==> config.mk <==
export PLATFORM = sky130hd
export DESIGN_NAME = voice_frame_scheduler
export DESIGN_NICKNAME = d
export VERILOG_FILES = /design/src/rtl/voice_frame_scheduler.sv
export SDC_FILE = /design/constraint.sdc
export NUM_CORES = 1
export LEC_CHECK = 0
export ABC_AREA = 1
export CORE_MARGIN = 2
export CORE_UTILIZATION = 54
export DETAILED_ROUTE_END_ITERATION = 8
export PLACE_DENSITY = 0.79
export SLEW_MARGIN = 10
export SYNTH_ARGS = -nofsm -noshare
export SYNTH_HDL_FRONTEND = slang
export SYNTH_SLANG_ARGS = --single-unit
==> constraint.sdc <==
create_clock -name clk -period 2.25 [get_ports clk]
set_input_delay 0.45 -clock clk [delete_from_list [all_inputs] [get_ports clk]]
set_output_delay 0.45 -clock clk [all_outputs]
set_load 0.05 [all_outputs]
==> src/rtl/voice_frame_scheduler.sv <==
// Voice frame scheduler: polls each enabled voice once per codec frame and mixes the samples into one output (VOICE_SCHED_SATURATE_EN: clamp instead of wrap).
// Latency: sample_valid comes 2 + sum(2 + answer cycles) cycles after new_frame; disabled voices cost 2 cycles each, so all-off gives 2*NUM_VOICES+2.
// Backpressure: none; new_frame while busy is dropped and flagged in sticky overrun, and a silent voice is abandoned after TIMEOUT cycles.
`timescale 1ns/1ps
module voice_frame_scheduler #(
    parameter int NUM_VOICES = 4,
    parameter int TIMEOUT    = 64
) (
    input  logic                  clk,
    input  logic                  reset_n,
    input  logic                  new_frame,
    input  logic [NUM_VOICES-1:0] voice_en,
    output logic [2:0]            voice_sel,
    output logic                  voice_start,
    input  logic                  voice_done,
    input  logic [15:0]           voice_sample,
    output logic [15:0]           sample_out,
    output logic                  sample_valid,
    output logic                  busy,
    output logic                  overrun,
    output logic                  timeout_err,
    input  logic                  clear_err
);

    localparam int CW = $clog2(TIMEOUT) + 1;
    localparam logic [CW-1:0] CNT_LAST   = CW'(TIMEOUT - 1);
    localparam logic [2:0]    INDEX_LAST = 3'(NUM_VOICES - 1);

    typedef enum logic [2:0] {
        IDLE,
        ISSUE,
        WAIT,
        NEXT,
        OUTPUT
    } state_t;

    state_t             state;
    state_t             state_nxt;
    logic [2:0]         index;
    logic [CW-1:0]      wait_cnt;
    logic signed [18:0] acc;
    logic [15:0]        result;
    logic [7:0]         en_ext;
    logic               timeout_hit;

    // Widen the enable vector so a 3-bit index can select any legal voice count.
    assign en_ext      = 8'(voice_en);
    assign timeout_hit = (state == WAIT) && !voice_done && (wait_cnt == CNT_LAST);
    assign busy        = (state != IDLE);
    assign voice_sel   = index;

    always_ff @(posedge clk or negedge reset_n) begin
        if (!reset_n) begin
            state <= IDLE;
        end else begin
            state <= state_nxt;
        end
    end

    always_comb begin
        state_nxt   = state;
        voice_start = 1'b0;
        case (state)
            IDLE: begin
                if (new_frame) begin
                    state_nxt = ISSUE;
                end
            end
            ISSUE: begin
                if (en_ext[index]) begin
                    voice_start = 1'b1;
                    state_nxt   = WAIT;
                end else begin
                    state_nxt = NEXT;
                end
            end
            WAIT: begin
                if (voice_done || timeout_hit) begin
                    state_nxt = NEXT;
                end
            end
            NEXT: begin
                state_nxt = (index == INDEX_LAST) ? OUTPUT : ISSUE;
            end
            OUTPUT: begin
                state_nxt = IDLE;
            end
            default: begin
                state_nxt = IDLE;
            end
        endcase
    end

    // Voice index, answer timer and mix accumulator.
    always_ff @(posedge clk or negedge reset_n) begin
        if (!reset_n) begin
            index    <= '0;
            wait_cnt <= '0;
            acc      <= '0;
        end else begin
            case (state)
                IDLE: begin
                    if (new_frame) begin
                        index <= '0;
                        acc   <= '0;
                    end
                end
                ISSUE: begin
                    wait_cnt <= '0;
                end
                WAIT: begin
                    if (voice_done) begin
                        acc <= acc + {{3{voice_sample[15]}}, voice_sample};
                    end else if (!timeout_hit) begin
                        wait_cnt <= wait_cnt + CW'(1);
                    end
                end
                NEXT: begin
                    if (index != INDEX_LAST) begin
                        index <= index + 3'd1;
                    end
                end
                OUTPUT: begin
                    index <= '0;
                end
                default: begin
                    index <= '0;
                end
            endcase
        end
    end

`ifdef VOICE_SCHED_SATURATE_EN
    // In range exactly when the bits above the 16-bit sign bit all match it.
    always_comb begin
        if ((acc[18:15] == 4'b0000) || (acc[18:15] == 4'b1111)) begin
            result = acc[15:0];
        end else if (acc[18]) begin
            result = 16'h8000;
        end else begin
            result = 16'h7FFF;
        end
    end
`else
    assign result = 16'(acc);
`endif

    always_ff @(posedge clk or negedge reset_n) begin
        if (!reset_n) begin
            sample_out   <= '0;
            sample_valid <= 1'b0;
        end else begin
            sample_valid <= (state == OUTPUT);
            if (state == OUTPUT) begin
                sample_out <= result;
            end
        end
    end

    // A new error event outranks a coincident clear.
    always_ff @(posedge clk or negedge reset_n) begin
        if (!reset_n) begin
            overrun     <= 1'b0;
            timeout_err <= 1'b0;
        end else begin
            overrun     <= (overrun & ~clear_err) | (new_frame & busy);
            timeout_err <= (timeout_err & ~clear_err) | timeout_hit;
        end
    end

endmodule

==> flow_summary.json, run 1 <==
{
  "dr.pass1.iters": 4,
  "die_area_um2": 6090,
  "root_buffer": "clkbuf_8",
  "slowest_delay_ns": 0.45,
  "synth_area_leaders": "dfrtp_1 41%, nand2_1 18%, inv_1 7.9%",
  "rows": 26,
  "syn_avg_cell_area_um2": 7.36,
  "ys_types": 30,
  "hold_class": "in -> async",
  "critical_path_class": "in -> out",
  "wire_per_inst_um": 11.9,
  "clock_skew_ns": 0.00226,
  "synth_top_area_frac": 0.406,
  "crit_fanout": 2,
  "synth.most_common_cell": "nand2_1",
  "fin_nets": 503,
  "post-route-min-period_ns": 2.00,
  "highest_layer": "met4",
  "worstMarginPinSlew_ns": 0.622,
  "cts_sinks": 48,
  "met3_length_um": 307,
  "synth_cells": 402,
  "crit_required_ns": 1.80,
  "area_growth_pct": 23.8,
  "n_antenna_cell": 0,
  "synth-edff-count": 0,
  "vias_per_cell": 4.97,
  "crit_path_start_kind": "primary input",
  "tns_ns": 0,
  "wirelength_mm": 6.33,
  "cp_top_family": "buffers and inverters",
  "ys_top_cells_by_count": "145 x nand2_1, 62 x inv_1, 48 x dfrtp_1",
  "ios": 49,
  "antenna_left": 0,
  "vias": 2634,
  "cts-resized-gates": 0,
  "synth_area_leader_cell": "dfrtp_1",
  "initial_core_util": 0.568,
  "power.density_nw_per_um2": 1100,
  "power_leakage_nw": 1.97,
  "p_clk_frac": 0.155,
  "outcome": "completed",
  "fp.coreArea_um2": 5200,
  "drive_above_1_share": 0.0739,
  "crit_buf_inv": 2,
  "synth_ff_type": "dfrtp_1",
  "ys_seq_area_frac": 0.406,
  "crit_chain": "clkdlybuf4s50_1 -> o21ai_0 -> o22ai_1 -> nand2_1 -> nor2_1 -> buf_12",
  "grt_pass1_vias": 2553,
  "ir_drop_mv": 0.704,
  "cts_made_buffers": 5,
  "grt_remaining_overflow": 0,
  "synth-seq-cells": 48,
  "postCtsSetupRepairBufs": 0,
  "drv_cap": 0,
  "die_y_um": 78.0,
  "htreeDepth": 2,
  "gp_congestion": 0.842,
  "crit_path_end_kind": "output pin",
  "finalCritPeriodShare": 0.890,
  "r2r_slack_ns": 0.53,
  "drt_iter0_drc": 111,
  "hpwl_mm": 4.87,
  "slew_headroom": 0.585,
  "cts_hold_buf": 0,
  "tritoncts": "done",
  "antenna_found_initial": 0,
  "holdWs_ns": 0.243,
  "grt_pass1_wl_mm": 11.1,
  "rsz0062_at_grt": "no",
  "fmax_mhz": 499,
  "track_usage": 0.225,
  "p_int_mw": 2.18,
  "clockBufferDepth": 2,
  "io_buffers": 48,
  "setup_viol": 0,
  "power_frac_comb": 0.536,
  "drv_slew": 0,
  "drcViolationCount": 0,
  "cp.arrival_ns": 1.55,
  "finalHoldViolations": 0,
  "met1_length_mm": 2.86,
  "ys_warn_count": 0,
  "clkTransAtPathRegs_ns": 0.09,
  "synthesis.area_um2": 2960,
  "grt_start_max_net_pins": 49,
  "fin_util": 0.704,
  "power_switching_mw": 1.86,
  "clock_latency_ns": 0.30,
  "p_seq_frac": 0.309,
  "synth_nets": 446,
  "fin_ws_ns": 0.247,
  "async_flop_share": 1.00,
  "p_total_mw": 4.04,
  "cp_slowest_cell": "clkdlybuf4s50_1",
  "dr_wl_met2_mm": 3.07,
  "swShare": 0.461,
  "fp.dieW_um": 78.0,
  "place_ws_ns": -0.0463
}
[per-layer routing]
| layer | up-vias | track usage |
|---|---|---|
| li1 | 1366 | - |
| met1 | 1198 | 0.294 |
| met2 | 60 | 0.383 |
| met3 | 10 | 0.0391 |
| met4 | 0 | 0.0684 |
| met5 | - | 0 |
[final timing paths]
path | startpoint | to | cells past startpoint
setup / recovery | voice_en[2] | voice_start | 6
hold / removal | reset_n | voice_sel[1]$_DFFE_PN0P_ | 2
setup reg to reg | acc[0]$_DFFE_PN0P_ | acc[12]$_DFFE_PN0P_ | 11
hold reg to reg | sample_out[11]$_DFFE_PN0P_ | sample_out[11]$_DFFE_PN0P_ | 2
max in group asynchronous | reset_n | acc[8]$_DFFE_PN0P_ | 2
min in group clk | sample_out[11]$_DFFE_PN0P_ | sample_out[11]$_DFFE_PN0P_ | 2
[stage by stage]
| stage | cells | instance area (um2) |
|---|---|---|
| floorplan | 402 | 2960 |
| finish | 530 | 3660 |
| detailed placement | 522 | 3550 |
| CTS | 530 | 3660 |
| global placement | 522 | 3550 |
| global route | 530 | 3660 |
[sequential cells by signal, indices dropped and copies added (netlist names)]
signal,flops
acc,16
overrun,1
sample_out,16
sample_valid,1
state,3
timeout_err,1
voice_sel,3
wait_cnt,7
[power by group through the flow]
stage | clock, mW | combinational [mW] | sequential (mW)
6_report | 0.627 | 2.16 | 1.25
5_1_grt | 0.679 | 2.45 | 1.28
4_1_cts | 0.640 | 2.17 | 1.24
3_5_place_dp | 0 | 2.16 | 1.26
3_3_place_gp | 0 | 2.11 | 1.25
2_1_floorplan | 0 | 1.46 | 1.37
[final cells by class]
class	instances	area, um2
clock inverter	3	42.5
inverter	69	269
sequential	48	1200
tap	70	87.6
timing repair buffer	52	513
fill	453	1540
clock buffer	5	68.8
multi-input combinational	283	1480
[cells in the final DEF, fill, tap and decap left out, types with 5 or more instances in the layout]
master / count
nand2_1: 145
inv_1: 62
dfrtp_1: 48
clkdlybuf4s50_1: 45
nand3_1: 25
nor2_1: 23
o21ai_0: 21
ha_1: 18
a21oi_1: 12
o22ai_1: 7
xor2_1: 6
clkbuf_8: 5
buf_4: 5
[logic make-up after synthesis]
logic type / synth area share
buffers and inverters: 0.0935
adder cells (fa/ha/maj): 0.0829
flip-flops: 0.406
XOR/XNOR: 0.0207
AO/OA/AOI/OAI: 0.0821
AND/OR/NAND/NOR: 0.315
(Power assumes the default switching activity.)
==> run 2: changes to the inputs <==
--- a/config.mk
+++ b/config.mk
@@ -6,10 +6,11 @@
 export NUM_CORES = 1
 export LEC_CHECK = 0
 export ABC_AREA = 1
+export ABC_CLOCK_PERIOD_IN_PS = 1600
 export CORE_MARGIN = 2
-export CORE_UTILIZATION = 54
+export CORE_UTILIZATION = 48
 export DETAILED_ROUTE_END_ITERATION = 8
-export PLACE_DENSITY = 0.79
+export PLACE_DENSITY = 0.74
 export SLEW_MARGIN = 10
 export SYNTH_ARGS = -nofsm -noshare
 export SYNTH_HDL_FRONTEND = slang
==> constraint.sdc (replaced) <==
create_clock -name clk -period 1.6 [get_ports clk]
set_input_delay 0.32 -clock clk [delete_from_list [all_inputs] [get_ports clk]]
set_output_delay 0.32 -clock clk [all_outputs]
set_load 0.05 [all_outputs]
==> flow_summary.json, run 2 (synthesized netlist as in run 1, its figures left out) <==
{
  "r2r-start": "acc[0]$_DFFE_PN0P_",
  "wire_per_inst_um": 14.9,
  "grt_start_max_net_pins": 26,
  "die_area_um2": 6810,
  "outcome": "finished with violations",
  "drive_above_1_share": 0.347,
  "rsz0062_at_grt": "yes",
  "clock_latency_ns": 0.31,
  "power.density_nw_per_um2": 1660,
  "fmax_mhz": 571,
  "crit_buf_inv": 2,
  "rows": 28,
  "fin_cells": 574,
  "finalCritPeriodShare": 1.09,
  "slowest_delay_ns": 0.44,
  "initial_core_util": 0.497,
  "drt_iter0_drc": 212,
  "root_buffer": "clkbuf_8",
  "fin_nets": 542,
  "clock_skew_ns": 0.00876,
  "drv_cap": 0,
  "fin_ws_ns": -0.150,
  "r2r_cells": 11,
  "crit_path_end_kind": "output pin",
  "drcViolationCount": 0,
  "hold_class": "in -> async",
  "crit_required_ns": 1.28,
  "tritoncts": "done",
  "ios": 49,
  "fp.dieW_um": 82.5,
  "r2r-end": "acc[8]$_DFFE_PN0P_",
  "finalHoldViolations": 0,
  "cp_slowest_cell": "dfrtp_2",
  "die_y_um": 82.5,
  "n_antenna_cell": 0,
  "layout.cells.most_common": "nand2_1",
  "vias": 2974,
  "multi_input_area_um2": 1910,
  "critical_path_class": "reg -> out",
  "worstMarginPinSlew_ns": 0.477,
  "fp.coreArea_um2": 5960,
  "r2r_slack_ns": -0.12,
  "tns_ns": -0.457,
  "clkTransAtPathRegs_ns": 0.10,
  "hpwl_mm": 5.36,
  "crit_chain": "inv_2 -> nor2_1 -> o22ai_1 -> nand2_1 -> nor2_4 -> buf_12",
  "crit_start": "voice_sel[0]$_DFFE_PN0P_",
  "p_total_mw": 7.35,
  "area_growth_pct": 49.6,
  "grt_pass1_wl_mm": 12.5,
  "grt_pass1_vias": 2820,
  "antenna_left": 0,
  "track_usage": 0.240,
  "htreeDepth": 2,
  "cts_sinks": 48,
  "antenna_found_initial": 0,
  "register_area_um2": 1200,
  "dp.cells": 553,
  "wirelength_mm": 8.55,
  "fillers": 422,
  "ir_drop_mv": 1.18,
  "clockBufferDepth": 2,
  "gp_congestion": 0.914,
  "cts_made_buffers": 5,
  "setup_viol": 8,
  "layout_common_cells": "117 x nand2_1, 59 x buf_4, 53 x inv_1",
  "crit_path_start_kind": "flop",
  "io_buffers": 48,
  "violations": "negative setup slack",
  "slew_headroom": 0.682,
  "cp_top_family": "flip-flops",
  "vias_per_cell": 5.18,
  "post-route-min-period_ns": 1.75,
  "cp.arrival_ns": 1.43,
  "crit_fanout": 5,
  "dr.pass1.iters": 7,
  "drv_slew": 0,
  "grt_remaining_overflow": 0,
  "fin_util": 0.743,
  "power_leakage_nw": 2.37,
  "largestRegisters": "acc (16), sample_out (16), wait_cnt (7)",
  "place_ws_ns": -0.517
}
-- run 2: how the worst max path moves through the flow --
stage                           to  slack, ns  cells past startpoint
2_1_floorplan  acc[12]$_DFFE_PN0P_       0.03                     11
3_3_place_gp   acc[12]$_DFFE_PN0P_      -0.50                     12
3_5_place_dp   acc[12]$_DFFE_PN0P_      -0.52                     12
4_1_cts                voice_start      -0.14                      6
5_1_grt                voice_start      -0.22                      6
6_report               voice_start      -0.15                      6
-- run 2: power by group --
group | total [mW] | internal [mW] | switching (mW)
registers | 1.84 | 1.52 | 0.322
clock network | 0.893 | 0.465 | 0.428
logic | 4.61 | 1.99 | 2.62
total | 7.35 | 3.97 | 3.37
-- run 2: layer usage --
metal | up-vias | global-route usage | part of all wire
met2 | 102 | 0.419 | 0.52
met5 | - | 0 | 0
li1 | 1451 | - | -
met3 | 24 | 0.0315 | 0.051
met4 | 0 | 0.0803 | 0.028
met1 | 1397 | 0.307 | 0.40
-- run 2: stage by stage --
stage | instance area (um2) | hold slack (ns)
global placement | 3770 | 0.307
global route | 4430 | 0.528
floorplan | 2970 | 0.0244
CTS | 4090 | 0.492
finish | 4430 | 0.486
detailed placement | 3770 | 0.306
-- run 2: layout make-up --
cell class	instances	area share
inverter	69	0.0614
timing repair buffer	91	0.189
multi-input combinational	283	0.431
clock inverter	2	0.00792
sequential	48	0.272
clock buffer	6	0.0164
tap	75	0.0212
-- run 2: what timing repair did --
action,CTS,global route
pin swaps,10,38
gates resized for setup,36,75
endpoints found under the setup margin,13,22
hold endpoints to repair,16,0
hold buffers,1,0
setup buffers,4,9
